$ cat src/rtl/bp_cce_hybrid_pending_writer_if.sv
// Request and pending-bits write bundle for bp_cce_hybrid_pending_writer.
// Master drives requests and observes the write port; slave is the writer.
interface bp_cce_hybrid_pending_writer_if #(
  parameter int paddr_width_p = 40
);
  logic                     inc_v_i;
  logic [paddr_width_p-1:0] inc_addr_i;
  logic                     inc_bypass_i;
  logic                     inc_ready_and_o;
  logic                     dec_v_i;
  logic [paddr_width_p-1:0] dec_addr_i;
  logic                     dec_bypass_i;
  logic                     dec_ready_and_o;
  logic                     w_v_o;
  logic [paddr_width_p-1:0] w_addr_o;
  logic                     w_addr_bypass_hash_o;
  logic                     up_o;
  logic                     down_o;
  logic                     clear_o;
  logic                     idle_o;

  modport master (
    output inc_v_i, inc_addr_i, inc_bypass_i, dec_v_i, dec_addr_i, dec_bypass_i,
    input  inc_ready_and_o, dec_ready_and_o, w_v_o, w_addr_o, w_addr_bypass_hash_o,
           up_o, down_o, clear_o, idle_o
  );

  modport slave (
    input  inc_v_i, inc_addr_i, inc_bypass_i, dec_v_i, dec_addr_i, dec_bypass_i,
    output inc_ready_and_o, dec_ready_and_o, w_v_o, w_addr_o, w_addr_bypass_hash_o,
           up_o, down_o, clear_o, idle_o
  );
endinterface

$ cat src/rtl/bp_cce_hybrid_pending_writer.sv
// Merges pipeline increments and FIFO-buffered decrements onto one pending-bits write port.
// Optional BP_CCE_HYBRID_PENDING_CANCEL_EN: a matching increment and FIFO head cancel each other.
module bp_cce_hybrid_pending_writer #(
  parameter int paddr_width_p       = 40,
  parameter int dec_fifo_els_p      = 4,
  parameter int starve_limit_p      = 3,
  parameter int outstanding_width_p = 8
) (
  input logic clk_i,
  input logic reset_i,
  bp_cce_hybrid_pending_writer_if.slave bus
);
  localparam int ptr_w_lp    = (dec_fifo_els_p > 1) ? $clog2(dec_fifo_els_p) : 1;
  localparam int cnt_w_lp    = $clog2(dec_fifo_els_p + 1);
  localparam int starve_w_lp = $clog2(starve_limit_p + 1);
  localparam int entry_w_lp  = paddr_width_p + 1;

  typedef logic [entry_w_lp-1:0] entry_t;

  entry_t                         mem_q [dec_fifo_els_p];
  entry_t                         mem_d [dec_fifo_els_p];
  logic [ptr_w_lp-1:0]            rd_ptr_q, rd_ptr_d, wr_ptr_q, wr_ptr_d;
  logic [cnt_w_lp-1:0]            count_q, count_d;
  logic [starve_w_lp-1:0]         starve_q, starve_d;
  logic [outstanding_width_p-1:0] outstanding_q, outstanding_d;
  logic                           idle_q, idle_d;

  entry_t head_s;
  logic   empty_s, full_s, force_s, cancel_s;
  logic   enq_s, deq_s, inc_take_s, w_inc_s, w_dec_s;

  // Grant arbitration between the incoming increment and the FIFO head
  always_comb begin
    head_s     = mem_q[rd_ptr_q];
    empty_s    = (count_q == {cnt_w_lp{1'b0}});
    full_s     = (count_q == cnt_w_lp'(dec_fifo_els_p));
    force_s    = bus.inc_v_i & (starve_q == starve_w_lp'(starve_limit_p));
    cancel_s   = 1'b0;
    inc_take_s = 1'b0;
    deq_s      = 1'b0;
    w_inc_s    = 1'b0;
    w_dec_s    = 1'b0;
`ifdef BP_CCE_HYBRID_PENDING_CANCEL_EN
    cancel_s   = bus.inc_v_i & ~empty_s & ({bus.inc_addr_i, bus.inc_bypass_i} == head_s);
`endif
    if (reset_i) begin
      inc_take_s = 1'b0;
    end else if (cancel_s) begin
      inc_take_s = 1'b1;
      deq_s      = 1'b1;
    end else if (force_s) begin
      inc_take_s = 1'b1;
      w_inc_s    = 1'b1;
    end else if (!empty_s) begin
      deq_s      = 1'b1;
      w_dec_s    = 1'b1;
    end else if (bus.inc_v_i) begin
      inc_take_s = 1'b1;
      w_inc_s    = 1'b1;
    end else begin
      inc_take_s = 1'b0;
    end
    enq_s = ~reset_i & bus.dec_v_i & ~full_s;
  end

  // FIFO, starve, outstanding and idle next-state
  always_comb begin
    mem_d    = mem_q;
    rd_ptr_d = rd_ptr_q;
    wr_ptr_d = wr_ptr_q;
    count_d  = count_q;
    if (enq_s) begin
      mem_d[wr_ptr_q] = {bus.dec_addr_i, bus.dec_bypass_i};
      wr_ptr_d = (wr_ptr_q == ptr_w_lp'(dec_fifo_els_p - 1)) ? {ptr_w_lp{1'b0}}
                                                             : wr_ptr_q + ptr_w_lp'(1);
    end else begin
      wr_ptr_d = wr_ptr_q;
    end
    if (deq_s) begin
      rd_ptr_d = (rd_ptr_q == ptr_w_lp'(dec_fifo_els_p - 1)) ? {ptr_w_lp{1'b0}}
                                                             : rd_ptr_q + ptr_w_lp'(1);
    end else begin
      rd_ptr_d = rd_ptr_q;
    end
    if (enq_s && !deq_s) begin
      count_d = count_q + cnt_w_lp'(1);
    end else if (!enq_s && deq_s) begin
      count_d = count_q - cnt_w_lp'(1);
    end else begin
      count_d = count_q;
    end

    if (inc_take_s) begin
      starve_d = {starve_w_lp{1'b0}};
    end else if (bus.inc_v_i && (starve_q != starve_w_lp'(starve_limit_p))) begin
      starve_d = starve_q + starve_w_lp'(1);
    end else begin
      starve_d = starve_q;
    end

    // Wraps on purpose; the checker reports over/underflow in simulation
    if (w_inc_s) begin
      outstanding_d = outstanding_q + outstanding_width_p'(1);
    end else if (w_dec_s) begin
      outstanding_d = outstanding_q - outstanding_width_p'(1);
    end else begin
      outstanding_d = outstanding_q;
    end

    idle_d = (outstanding_d == {outstanding_width_p{1'b0}}) & (count_d == {cnt_w_lp{1'b0}});
  end

  // Control state registers
  always_ff @(posedge clk_i) begin
    if (reset_i) begin
      rd_ptr_q      <= {ptr_w_lp{1'b0}};
      wr_ptr_q      <= {ptr_w_lp{1'b0}};
      count_q       <= {cnt_w_lp{1'b0}};
      starve_q      <= {starve_w_lp{1'b0}};
      outstanding_q <= {outstanding_width_p{1'b0}};
      idle_q        <= 1'b1;
    end else begin
      rd_ptr_q      <= rd_ptr_d;
      wr_ptr_q      <= wr_ptr_d;
      count_q       <= count_d;
      starve_q      <= starve_d;
      outstanding_q <= outstanding_d;
      idle_q        <= idle_d;
    end
  end

  // FIFO storage; contents are qualified by count_q so no reset is needed
  always_ff @(posedge clk_i) begin
    mem_q <= mem_d;
  end

  assign bus.inc_ready_and_o      = inc_take_s;
  assign bus.dec_ready_and_o      = ~full_s;
  assign bus.w_v_o                = w_inc_s | w_dec_s;
  assign bus.w_addr_o             = w_dec_s ? head_s[entry_w_lp-1:1] : bus.inc_addr_i;
  assign bus.w_addr_bypass_hash_o = w_dec_s ? head_s[0] : bus.inc_bypass_i;
  assign bus.up_o                 = w_inc_s;
  assign bus.down_o               = w_dec_s;
  assign bus.clear_o              = 1'b0;
  assign bus.idle_o               = idle_q;

`ifndef SYNTHESIS
  bp_cce_hybrid_pending_writer_chk #(
    .outstanding_width_p(outstanding_width_p)
  ) chk (
    .clk_i        (clk_i),
    .reset_i      (reset_i),
    .up_i         (w_inc_s),
    .down_i       (w_dec_s),
    .outstanding_i(outstanding_q)
  );
`endif
endmodule

module bp_cce_hybrid_pending_writer_chk #(
  parameter int outstanding_width_p = 8
) (
  input logic                           clk_i,
  input logic                           reset_i,
  input logic                           up_i,
  input logic                           down_i,
  input logic [outstanding_width_p-1:0] outstanding_i
);
  a_no_overflow: assert property (@(posedge clk_i) disable iff (reset_i)
    !(up_i && (outstanding_i == {outstanding_width_p{1'b1}})))
    else $error("pending writer: outstanding counter overflow");

  a_no_underflow: assert property (@(posedge clk_i) disable iff (reset_i)
    !(down_i && (outstanding_i == {outstanding_width_p{1'b0}})))
    else $error("pending writer: outstanding counter underflow");

  a_up_down_excl: assert property (@(posedge clk_i) disable iff (reset_i)
    !(up_i && down_i))
    else $error("pending writer: up and down asserted together");
endmodule

$ cat src/flat_wrapper.sv
// flat-port wrapper written by rule: the top's interface ports become plain ports
module bp_cce_hybrid_pending_writer_flat 
#(
  parameter int paddr_width_p       = 40,
  parameter int dec_fifo_els_p      = 4,
  parameter int starve_limit_p      = 3,
  parameter int outstanding_width_p = 8
)
  (clk_i, reset_i, bus_inc_v_i, bus_inc_addr_i, bus_inc_bypass_i, bus_dec_v_i, bus_dec_addr_i, bus_dec_bypass_i, bus_inc_ready_and_o, bus_dec_ready_and_o, bus_w_v_o, bus_w_addr_o, bus_w_addr_bypass_hash_o, bus_up_o, bus_down_o, bus_clear_o, bus_idle_o);
  bp_cce_hybrid_pending_writer_if #(.paddr_width_p(paddr_width_p)) bus_i ();
  input logic clk_i;
  input logic reset_i;
  input wire logic [$bits(bus_i.inc_v_i)-1:0] bus_inc_v_i;
  input wire logic [$bits(bus_i.inc_addr_i)-1:0] bus_inc_addr_i;
  input wire logic [$bits(bus_i.inc_bypass_i)-1:0] bus_inc_bypass_i;
  input wire logic [$bits(bus_i.dec_v_i)-1:0] bus_dec_v_i;
  input wire logic [$bits(bus_i.dec_addr_i)-1:0] bus_dec_addr_i;
  input wire logic [$bits(bus_i.dec_bypass_i)-1:0] bus_dec_bypass_i;
  output wire logic [$bits(bus_i.inc_ready_and_o)-1:0] bus_inc_ready_and_o;
  output wire logic [$bits(bus_i.dec_ready_and_o)-1:0] bus_dec_ready_and_o;
  output wire logic [$bits(bus_i.w_v_o)-1:0] bus_w_v_o;
  output wire logic [$bits(bus_i.w_addr_o)-1:0] bus_w_addr_o;
  output wire logic [$bits(bus_i.w_addr_bypass_hash_o)-1:0] bus_w_addr_bypass_hash_o;
  output wire logic [$bits(bus_i.up_o)-1:0] bus_up_o;
  output wire logic [$bits(bus_i.down_o)-1:0] bus_down_o;
  output wire logic [$bits(bus_i.clear_o)-1:0] bus_clear_o;
  output wire logic [$bits(bus_i.idle_o)-1:0] bus_idle_o;
  assign bus_i.inc_v_i = bus_inc_v_i;
  assign bus_i.inc_addr_i = bus_inc_addr_i;
  assign bus_i.inc_bypass_i = bus_inc_bypass_i;
  assign bus_i.dec_v_i = bus_dec_v_i;
  assign bus_i.dec_addr_i = bus_dec_addr_i;
  assign bus_i.dec_bypass_i = bus_dec_bypass_i;
  assign bus_inc_ready_and_o = bus_i.inc_ready_and_o;
  assign bus_dec_ready_and_o = bus_i.dec_ready_and_o;
  assign bus_w_v_o = bus_i.w_v_o;
  assign bus_w_addr_o = bus_i.w_addr_o;
  assign bus_w_addr_bypass_hash_o = bus_i.w_addr_bypass_hash_o;
  assign bus_up_o = bus_i.up_o;
  assign bus_down_o = bus_i.down_o;
  assign bus_clear_o = bus_i.clear_o;
  assign bus_idle_o = bus_i.idle_o;
  bp_cce_hybrid_pending_writer #(.paddr_width_p(paddr_width_p), .dec_fifo_els_p(dec_fifo_els_p), .starve_limit_p(starve_limit_p), .outstanding_width_p(outstanding_width_p)) u_core (.clk_i(clk_i), .reset_i(reset_i), .bus(bus_i));
endmodule
$ cat config.mk
export PLATFORM = sky130hd
export DESIGN_NAME = bp_cce_hybrid_pending_writer_flat
export DESIGN_NICKNAME = d
export VERILOG_FILES = /design/src/rtl/bp_cce_hybrid_pending_writer_if.sv /design/src/rtl/bp_cce_hybrid_pending_writer.sv /design/src/flat_wrapper.sv
export SDC_FILE = /design/constraint.sdc
export NUM_CORES = 1
export LEC_CHECK = 0
export ABC_AREA = 0
export ABC_CLOCK_PERIOD_IN_PS = 2700
export BUFFER_PORTS_ARGS = -buffer_cell sky130_fd_sc_hd__buf_2
export CORE_MARGIN = 5
export CORE_UTILIZATION = 50
export CTS_CLUSTER_SIZE = 25
export DETAILED_ROUTE_END_ITERATION = 12
export GPL_TIMING_DRIVEN = 1
export PLACE_DENSITY_LB_ADDON = 0.1
export SLEW_MARGIN = 20
export SYNTH_ARGS = -nofsm -noshare
export SYNTH_HDL_FRONTEND = slang
export SYNTH_SLANG_ARGS = --single-unit
export TNS_END_PERCENT = 1
$ cat constraint.sdc
create_clock -name clk_i -period 2.7 [get_ports clk_i]
set_input_delay 0.54 -clock clk_i [delete_from_list [all_inputs] [get_ports clk_i]]
set_output_delay 0.54 -clock clk_i [all_outputs]
set_load 0.005 [all_outputs]
Yosys cells after proc, flatten, opt, wreduce, memory -nomap -nowiden:

Cells that the tools add are included.
Widths: inputs -> output; s select.

* register bits after elaboration: 182
* input bits: 86
* output and inout bits: 48
* logic and storage cells: 65

* add/sub/neg operators: 7
* $lt $le $gt $ge: 3
* eq/ne operators: 5
* muxes and demuxes: 21
* bitwise gates (word level): 9
* reductions and logical operators: 10

Operators by type and width (count)
* $bwmux 164: 1
* $mux 41: 3
* $bmux 41 s2: 1
* $demux 41 s2: 1
* $mux 40: 1
* $mux 8: 2
* $add 8x1->8 const B: 1
* $logic_not 8->1: 1
* $mux 1: 8
* $sub 8x1->8 const B: 1
* $add 2x1->2 const B: 3
* $eq 2x2->1 const B: 3
* $ge 3x3->1 const B: 2
* $logic_not 3->1: 2
* $mux 3: 2
* $not 2->3: 2
* $and 1x1->1: 4
* $logic_and 1x1->1: 4
* $mux 2: 2
* $add 3x1->3 const B: 1
* $eq 3x3->1 const B: 1
* $lt 3x1->1 const B: 1
* $sub 3x1->3 const B: 1
* $logic_not 1->1: 2
* 4 further kinds: 5

Depth between registers and ports, before layout:

Gate-level depths: netlist of run 1.

* depth after elaboration: 9
* gate-level depth with buffers: 9
* depth with buffers taken out: 9

Worst setup path after synthesis of run 1:

OpenSTA, ideal clock, no wires.

* path kind: reg-to-reg
* start point: register u_core.count_q[0]
* end point: register u_core.mem_q[100] (netlist name) (enable)
* arrival: 2.188 ns
* setup slack: 0.110 ns
* cell stages (with the launch flop): 5
* buffers on the path: 0
* clock period less this slack: 2.590 ns
* path through: dfxtp_1 -> inv_1 -> ha_1 -> a21boi_1 -> and3_1

* cells in the longest elaborated chain, start to end: 3

Ends and longest elaborated chain
* start, declared: line bp_cce_hybrid_pending_writer.sv:23 `logic [cnt_w_lp-1:0] count_q, count_d;`
* start signal, assigned: line bp_cce_hybrid_pending_writer.sv:118 `count_q <= {cnt_w_lp{1'b0}};`
* start signal, assigned: line bp_cce_hybrid_pending_writer.sv:125 `count_q <= count_d;`
* $eq 3x3->1: line bp_cce_hybrid_pending_writer.sv:36 `full_s = (count_q == cnt_w_lp'(dec_fifo_els_p));`
* $not 1->1: line bp_cce_hybrid_pending_writer.sv:63 `enq_s = ~reset_i & bus.dec_v_i & ~full_s;`
* $and 1x1->1: line bp_cce_hybrid_pending_writer.sv:63
* end signal, assigned: line bp_cce_hybrid_pending_writer.sv:134 `mem_q <= mem_d;`
* end, declared: line bp_cce_hybrid_pending_writer.sv:20 `entry_t mem_q [dec_fifo_els_p];`

No other way between the ends.
A chain may end at the register's enable or synchronous reset.

Worst setup path after layout of run 1:

* start point: register u_core.rd_ptr_q[0]
* end point: output port bus_w_addr_o[29]

* cells in the longest elaborated chain, start to end: 5

Ends and longest elaborated chain
* start, declared: line bp_cce_hybrid_pending_writer.sv:22 `logic [ptr_w_lp-1:0] rd_ptr_q, rd_ptr_d, wr_ptr_q, wr_ptr_d;`
* start signal, assigned: line bp_cce_hybrid_pending_writer.sv:116 `rd_ptr_q <= {ptr_w_lp{1'b0}};`
* start signal, assigned: line bp_cce_hybrid_pending_writer.sv:123 `rd_ptr_q <= rd_ptr_d;`
* $not 2->3 (implied by the code): line bp_cce_hybrid_pending_writer.sv:34 `head_s = mem_q[rd_ptr_q];`
* $bmux 41 s2: line bp_cce_hybrid_pending_writer.sv:34
* $mux 41 (implied by the code) (2 in series): line bp_cce_hybrid_pending_writer.sv:34
* $mux 40: line bp_cce_hybrid_pending_writer.sv:140 `assign bus.w_addr_o = w_dec_s ? head_s[entry_w_lp-1:1] : bus.inc_addr_i;`
* end, declared: line flat_wrapper.sv:22 `output wire logic [$bits(bus_i.w_addr_o)-1:0] bus_w_addr_o;`

No other way between the ends. The select of a mux whose other input is x is not followed.

==> out/metrics.csv, run 1 <==
metric;value;unit
placed_cell_area;8630;µm²
design_area;9330;µm²
cts_buffers;17;
async_reset_ff_frac;0;
clock_skew;10.5;ps
place_hpwl;9860;µm
diodes;0;
period_share;0.960;
port-buffer-count;132;
holdWs;326;ps
vias_per_cell;5.52;
status;finished, final reports clean;
antenna_found_initial;0;
yosys_warnings;0;
ys_ff_latch;182;
cp.arrival;2050;ps
hp-start;bus_dec_addr_i[24];
hold_end;u_core.mem_q[66];
cts_buffer_depth;2;
reg2reg_slack;530;ps
worstRegToRegCells;8;
clock_sinks;182;
synth_cells;412;
multiInputGateArea;2200;µm²
grt_max_degree;40;
crit_fanout;19;
hold_path.class;primary input to flop;
yosysSeqAreaShare;0.699;
drive_gt1_frac;0.457;
htreeDepth;4;
grt_util_all_layers;0.180;
die_x;133;µm
grt_first_pass_wirelength;24100;µm
core_area;15000;µm²
yosys.cell_types.count;45;
clk_pin_slew_worst_paths;70;ps
first_pass_iters;4;
synth_nets;509;
vdd_ir_drop_max;0.513;mV
whs_path_depth;1;
nNetsFinal;657;
ant_nets;0;
vias;4200;
r2r_end;u_core.bus.idle_o;
rsz0062_at_grt;false;
cts-root-buf;clkbuf_16;
fin_crit;2590;ps
cp-start-kind;flop;
start_util;0.503;
wl;15200;µm
fp-row-count;45;
wl_per_cell;20.0;µm
syn_to_final_growth;23.3;%
hold_viol_final;0;
gp_congestion;0.849;
fillerInstances;1087;
powerDensity;939;nW/µm²
p_total;8760;µW
ys.flop_type;edfxtp_1;
utilization;0.620;
synth_edf_count;164;
post_synth.cell_area_avg;18.4;µm²
route.detailed.drc;0;
die_area;17700;µm²
syn-cell-area;7560;µm²
grt_overflow;0;
die_y;133;µm
grt_pass1_vias;4459;
cts_tree;built;
fin_setup_tns;0;ps
insertion_delay;420;ps
max_freq;386;MHz
setup_viol;0;
required;2160;ps
critPathKind;flop to output port;
p_leak;0.00332;µW
post_cts_buffers;0;
pin_count;134;
endpoint_kind;output port;
drv_slew;0;
seqCellArea;5300;µm²
max_cap_viol_count;0;
dr.first_iter.drc_count;302;
reg2reg_from;u_core.count_q[0];
[worst max-delay path by stage]
stage,depth (start not counted),start,slack (ps),endpoint
floorplan,4,u_core.count_q[0],110,u_core.mem_q[100]
global placement,7,reset_i,280,u_core.bus.idle_o
global route,4,u_core.rd_ptr_q[0],6,bus_w_addr_o[29]
detailed placement,7,reset_i,180,u_core.bus.idle_o
CTS,8,u_core.count_q[1],9,bus_w_addr_o[31]
finish,4,u_core.rd_ptr_q[0],110,bus_w_addr_o[29]
[synth_stat cells, drive strengths merged (2+ instances only)]
master | number | area [µm²]
a21boi | 2 | 15.0
a21oi | 8 | 40.0
and2 | 4 | 25.0
and3 | 5 | 31.3
buf | 8 | 43.8
clkbuf | 12 | 45.0
dfxtp | 18 | 360
edfxtp | 164 | 4920
ha | 11 | 138
inv | 11 | 41.3
mux2 | 41 | 462
mux4 | 41 | 923
nand2 | 14 | 52.6
nand2b | 2 | 12.5
nand3 | 6 | 30.0
nand4 | 2 | 12.5
nor2 | 16 | 60.1
nor3 | 6 | 30.0
o2111ai | 2 | 23.8
o211ai | 2 | 15.0
o21ai | 7 | 35.0
o22ai | 3 | 25.0
o32ai | 2 | 17.5
or3 | 2 | 12.5
or4 | 2 | 15.0
xnor2 | 8 | 70.1
xor2 | 2 | 17.5
[area by class of cell]
cell class / count / share of cell area
Inverter: 11 / 0.00496
Clock inverter: 13 / 0.0197
Timing Repair Buffer: 149 / 0.100
Tap cell: 188 / 0.0252
Multi-Input combinational cell: 199 / 0.236
Clock buffer: 19 / 0.0464
Sequential cell: 182 / 0.568
[layer usage]
layer  share of wire  vias up  track usage
met5               0        -            0
met4           0.012        0       0.0520
met3           0.059       14       0.0487
met2            0.53      131        0.316
met1            0.40     2111        0.219
li1                -     1944            -
[sequential cells by signal, summed over array words and instances, names as in the netlist]
name / cells
u_core.count_q: 3
u_core.wr_ptr_q: 2
u_core.outstanding_q: 8
u_core.mem_q: 164
u_core.bus.idle_o: 1
u_core.rd_ptr_q: 2
u_core.starve_q: 2
[power by group]
| part | total, µW | switching, µW | internal (µW) |
|---|---|---|---|
| sequential | 3490 | 173 | 3320 |
| clock | 2570 | 1080 | 1490 |
| combinational | 2700 | 1280 | 1420 |
[timing repair]
item / 4_1_cts / 5_1_grt
gates resized for setup: 12 / 5
endpoints found under the hold margin: 0 / 0
cloned: 1 / 0
hold buffers: 0 / 0
setup endpoints to repair: 44 / 13
[stage by stage]
| step | worst slack, ps | std cells |
|---|---|---|
| finish | 108 | 761 |
| global route | 5.78 | 761 |
| CTS | 8.55 | 761 |
| detailed placement | 177 | 728 |
| global placement | 280 | 728 |
| floorplan | 110 | 412 |
[worst max-delay path: stages (launching register included)]
cell and delay [ps]:
dfxtp_4 430, buf_12 220, mux4_2 550, mux2_1 300, buf_2 130
[layout by cell type (no fill, tap or decap), types with 8 or more instances in the layout]
cell type | Yosys | layout
mux2_1 | 19 | 19
inv_1 | 10 | 8
mux2_2 | 22 | 22
dfxtp_1 | 18 | 14
nor2_1 | 16 | 16
xnor2_1 | 8 | 8
buf_12 | 0 | 10
buf_2 | 5 | 132
mux4_2 | 41 | 41
clkbuf_16 | 0 | 17
nand2_1 | 14 | 13
a21oi_1 | 8 | 8
edfxtp_1 | 164 | 164
ha_1 | 11 | 9
[cell families (layout without fill, tap and decap cells)]
family	after synthesis	count (layout)	share of synthesized area
buf+inv	31	192	0.0172
mux	83	83	0.184
fa+ha+maj	11	11	0.0182
compound gates	31	31	0.0281
xor+xnor	10	10	0.0116
other cells	1	1	0.000496
simple gates	63	63	0.0412
flops	182	182	0.699
Note: power is estimated with default switching activity, not from simulation.
==> run 2, diff against run 1 <==
Settings changed: ABC_AREA 0 to 1, CORE_UTILIZATION 50 to 51.
==> out/metrics.csv, run 2 <==
metric;value;unit;change
status;finished, final reports clean;;unchanged
fp-row-count;45;;unchanged
vias;5676;;was 4200
design_area;9370;µm²;was 9330 µm²
fin_crit;2500;ps;was 2590 ps
yosys.cell_types.count;27;;was 45
cts_tree;built;;unchanged
yosysTopAreaCellShare;0.628;;was 0.651
path_cells;clkinv_2 -> buf_12 -> nor2_1 -> o32ai_1 -> nand2_1 -> nand2_1 -> buf_2;;was buf_12 -> mux4_2 -> mux2_1 -> buf_2
wl;17200;µm;was 15200 µm
ant_nets;0;;unchanged
met1_usage;0.243;;was 0.219
vias_per_cell;5.36;;was 5.52
grt_first_pass_wirelength;27300;µm;was 24100 µm
async_reset_ff_frac;0;;unchanged
route.detailed.drc;0;;unchanged
fillerInstances;1218;;was 1087
die_y;134;µm;was 133 µm
use_met2;0.331;;was 0.316
dp_cells;1027;;was 728
die_x;134;µm;was 133 µm
drive_gt1_frac;0.226;;was 0.457
hold_path.class;primary input to flop;;unchanged
post_synth.cell_area_avg;10.8;µm²;was 18.4 µm²
grt_max_degree;86;;was 40
largestRegisters;u_core.mem_q (164), u_core.outstanding_q (8), u_core.count_q (3);;unchanged
grt_overflow;0;;unchanged
endpoint_kind;output port;;unchanged
pre_cts_ws;517;ps;was 177 ps
place_hpwl;11100;µm;was 9860 µm
p_leak;0.00378;µW;was 0.00332 µW
cts_buffer_depth;2;;unchanged
ys_ff_latch;182;;unchanged
cts_buffers;17;;unchanged
synth_commonest_cells;nand2_1 (177), edfxtp_1 (164), nor2_1 (151);;was edfxtp_1 (164), mux4_2 (41), mux2_2 (22)
fin_cells;1059;;was 761
antenna_found_initial;2;;was 0
htreeDepth;4;;unchanged
period_share;0.926;;was 0.960
vdd_ir_drop_max;0.615;mV;was 0.513 mV
grt_util_all_layers;0.192;;was 0.180
final_common_cell;nand2_1;;was edfxtp_1
powerDensity;778;nW/µm²;was 939 nW/µm²
yosysSeqAreaShare;0.673;;was 0.699
postCtsHoldBufs;0;;unchanged
yosys-top-cells-area;edfxtp_1 (63%), nand2_1 (8.5%), nor2_1 (7.2%), dfxtp_1 (4.6%), o32ai_1 (4.6%);;was edfxtp_1 (65%), mux4_2 (12%), dfxtp_1 (4.8%), mux2_2 (3.3%), mux2_1 (2.8%)
die_area;18000;µm²;was 17700 µm²
top_usage_layer;met2;;unchanged
clock_skew;7.57;ps;was 10.5 ps
max_cap_viol_count;0;;unchanged
yosysMostFrequentCell;nand2_1;;was edfxtp_1
cp.arrival;1960;ps;was 2050 ps
yosys_warnings;0;;unchanged
syn-cell-area;7850;µm²;was 7560 µm²
required;2160;ps;about the same
port-buffer-count;132;;unchanged
nNetsFinal;955;;was 657
grt_pass1_vias;5527;;was 4459
core_area;15100;µm²;was 15000 µm²
top_register;u_core.mem_q;;unchanged
cp_slowest_cell;o32ai_1;;was mux4_2
rsz0062_at_grt;false;;unchanged
layout_common_cells;nand2_1 (177), edfxtp_1 (164), nor2_1 (147), buf_2 (132), o21ai_0 (42);;was edfxtp_1 (164), buf_2 (132), mux4_2 (41), mux2_2 (22), mux2_1 (19)
synth_nets;825;;was 509
critPathKind;flop to output port;;unchanged
clk_pin_slew_worst_paths;60;ps;was 70 ps
cts-root-buf;clkbuf_16;;unchanged
setup_viol;0;;unchanged
wl_per_cell;16.2;µm;was 20.0 µm
yosysTopAreaCell;edfxtp_1;;unchanged
clock_sinks;182;;unchanged
fin_ws;200;ps;was 108 ps
max_freq;400;MHz;was 386 MHz
synth_cells;728;;was 412
cp-start-kind;flop;;unchanged
start_util;0.518;;was 0.503
insertion_delay;420;ps;about the same
hold_viol_final;0;;unchanged
crit_fanout;25;;was 19
synth_edf_count;164;;unchanged
syn_to_final_growth;19.4;%;was 23.3%
path_common_cell;nand2_1;;
ys.flop_type;edfxtp_1;;unchanged
p_total;7290;µW;was 8760 µW
first_pass_iters;7;;was 4
gp_congestion;0.820;;was 0.849
drv_slew;0;;unchanged
dr.first_iter.drc_count;329;;was 302
gr-usage-met3;0.0428;;was 0.0487
pin_count;134;;unchanged
largest_register_ffs;164;;unchanged
placed_cell_area;8800;µm²;was 8630 µm²
critical-path-max-stage-delay;350;ps;was 550 ps
run 2: cell count changes in the layout (fill, tap and decap cells not counted), moves of 7 or more:
cell and change:
xnor2_1 -7, buf_4 +8, mux4_2 -41, o32ai_1 +39, mux2_1 -19, o21ai_0 +38
nand2_1 +164, inv_1 +21, nor2_1 +131, mux2_2 -22, nand3_1 +21
run 2: final cells by class:
type,instances,area (µm²),area share
sequential,182,5290,0.564
tap,188,235,0.0251
clock inverter,12,130,0.0139
timing repair buffer,152,886,0.0946
clock buffer,19,433,0.0462
inverter,32,121,0.0130
antenna,1,2.50,0.000267
multi-input combinational,473,2270,0.243
run 2: worst max-delay path, delay by kind of cell (launching register included):
family / cells / cell delay [ps]
buffers and inverters: 3 / 620
AO/OA/AOI/OAI: 1 / 350
flip-flops: 1 / 340
AND/OR/NAND/NOR: 3 / 230
run 2: repair_timing:
item / CTS / global route
endpoints found under the hold margin: 0 / 0
setup endpoints to repair: 0 / 3
setup buffers: 0 / 0
gates resized for setup: 0 / 1
run 2: where the power goes:
group | switching, µW | internal (µW) | total, µW | leakage [µW]
Sequential | 60.9 | 3200 | 3260 | 0.00164
Combinational | 1020 | 636 | 1660 | 0.00188
Clock | 1010 | 1360 | 2370 | 0.000270
run 2: worst paths after layout:
kind	from	end	slack, ps	cells past startpoint
min	bus_dec_addr_i[37]	u_core.mem_q[120]	330	1
max	u_core.rd_ptr_q[0]	bus_w_addr_o[30]	200	7
min reg2reg	u_core.starve_q[1]	u_core.starve_q[1]	500	2
max reg2reg	u_core.count_q[0]	u_core.mem_q[138]	550	8
run 2: metal layers:
metal	up-vias	wire length (µm)
met3	23	876
met1	2704	7250
met5	-	7
met4	2	298
li1	2788	-
met2	159	8780
run 2: through the flow:
step	util	hold WS, ps	setup TNS [ps]
floorplan	-	451	-86670
global placement	0.581	464	0
detailed placement	0.581	499	0
CTS	0.618	317	0
global route	0.619	318	0
finish	0.619	329	0
run 2: logic make-up (layout without fill, tap and decap cells):
group	after synthesis	after routing	share of synthesized area
DFF	182	182	0.673
other	1	2	0.000478
buffers and inverters	73	215	0.0407
adders and majority gates	11	11	0.0175
xor gates and xnor gates	2	2	0.00223
and+or+nand+nor	366	366	0.184
AOI/OAI and AO/OA	93	93	0.0812
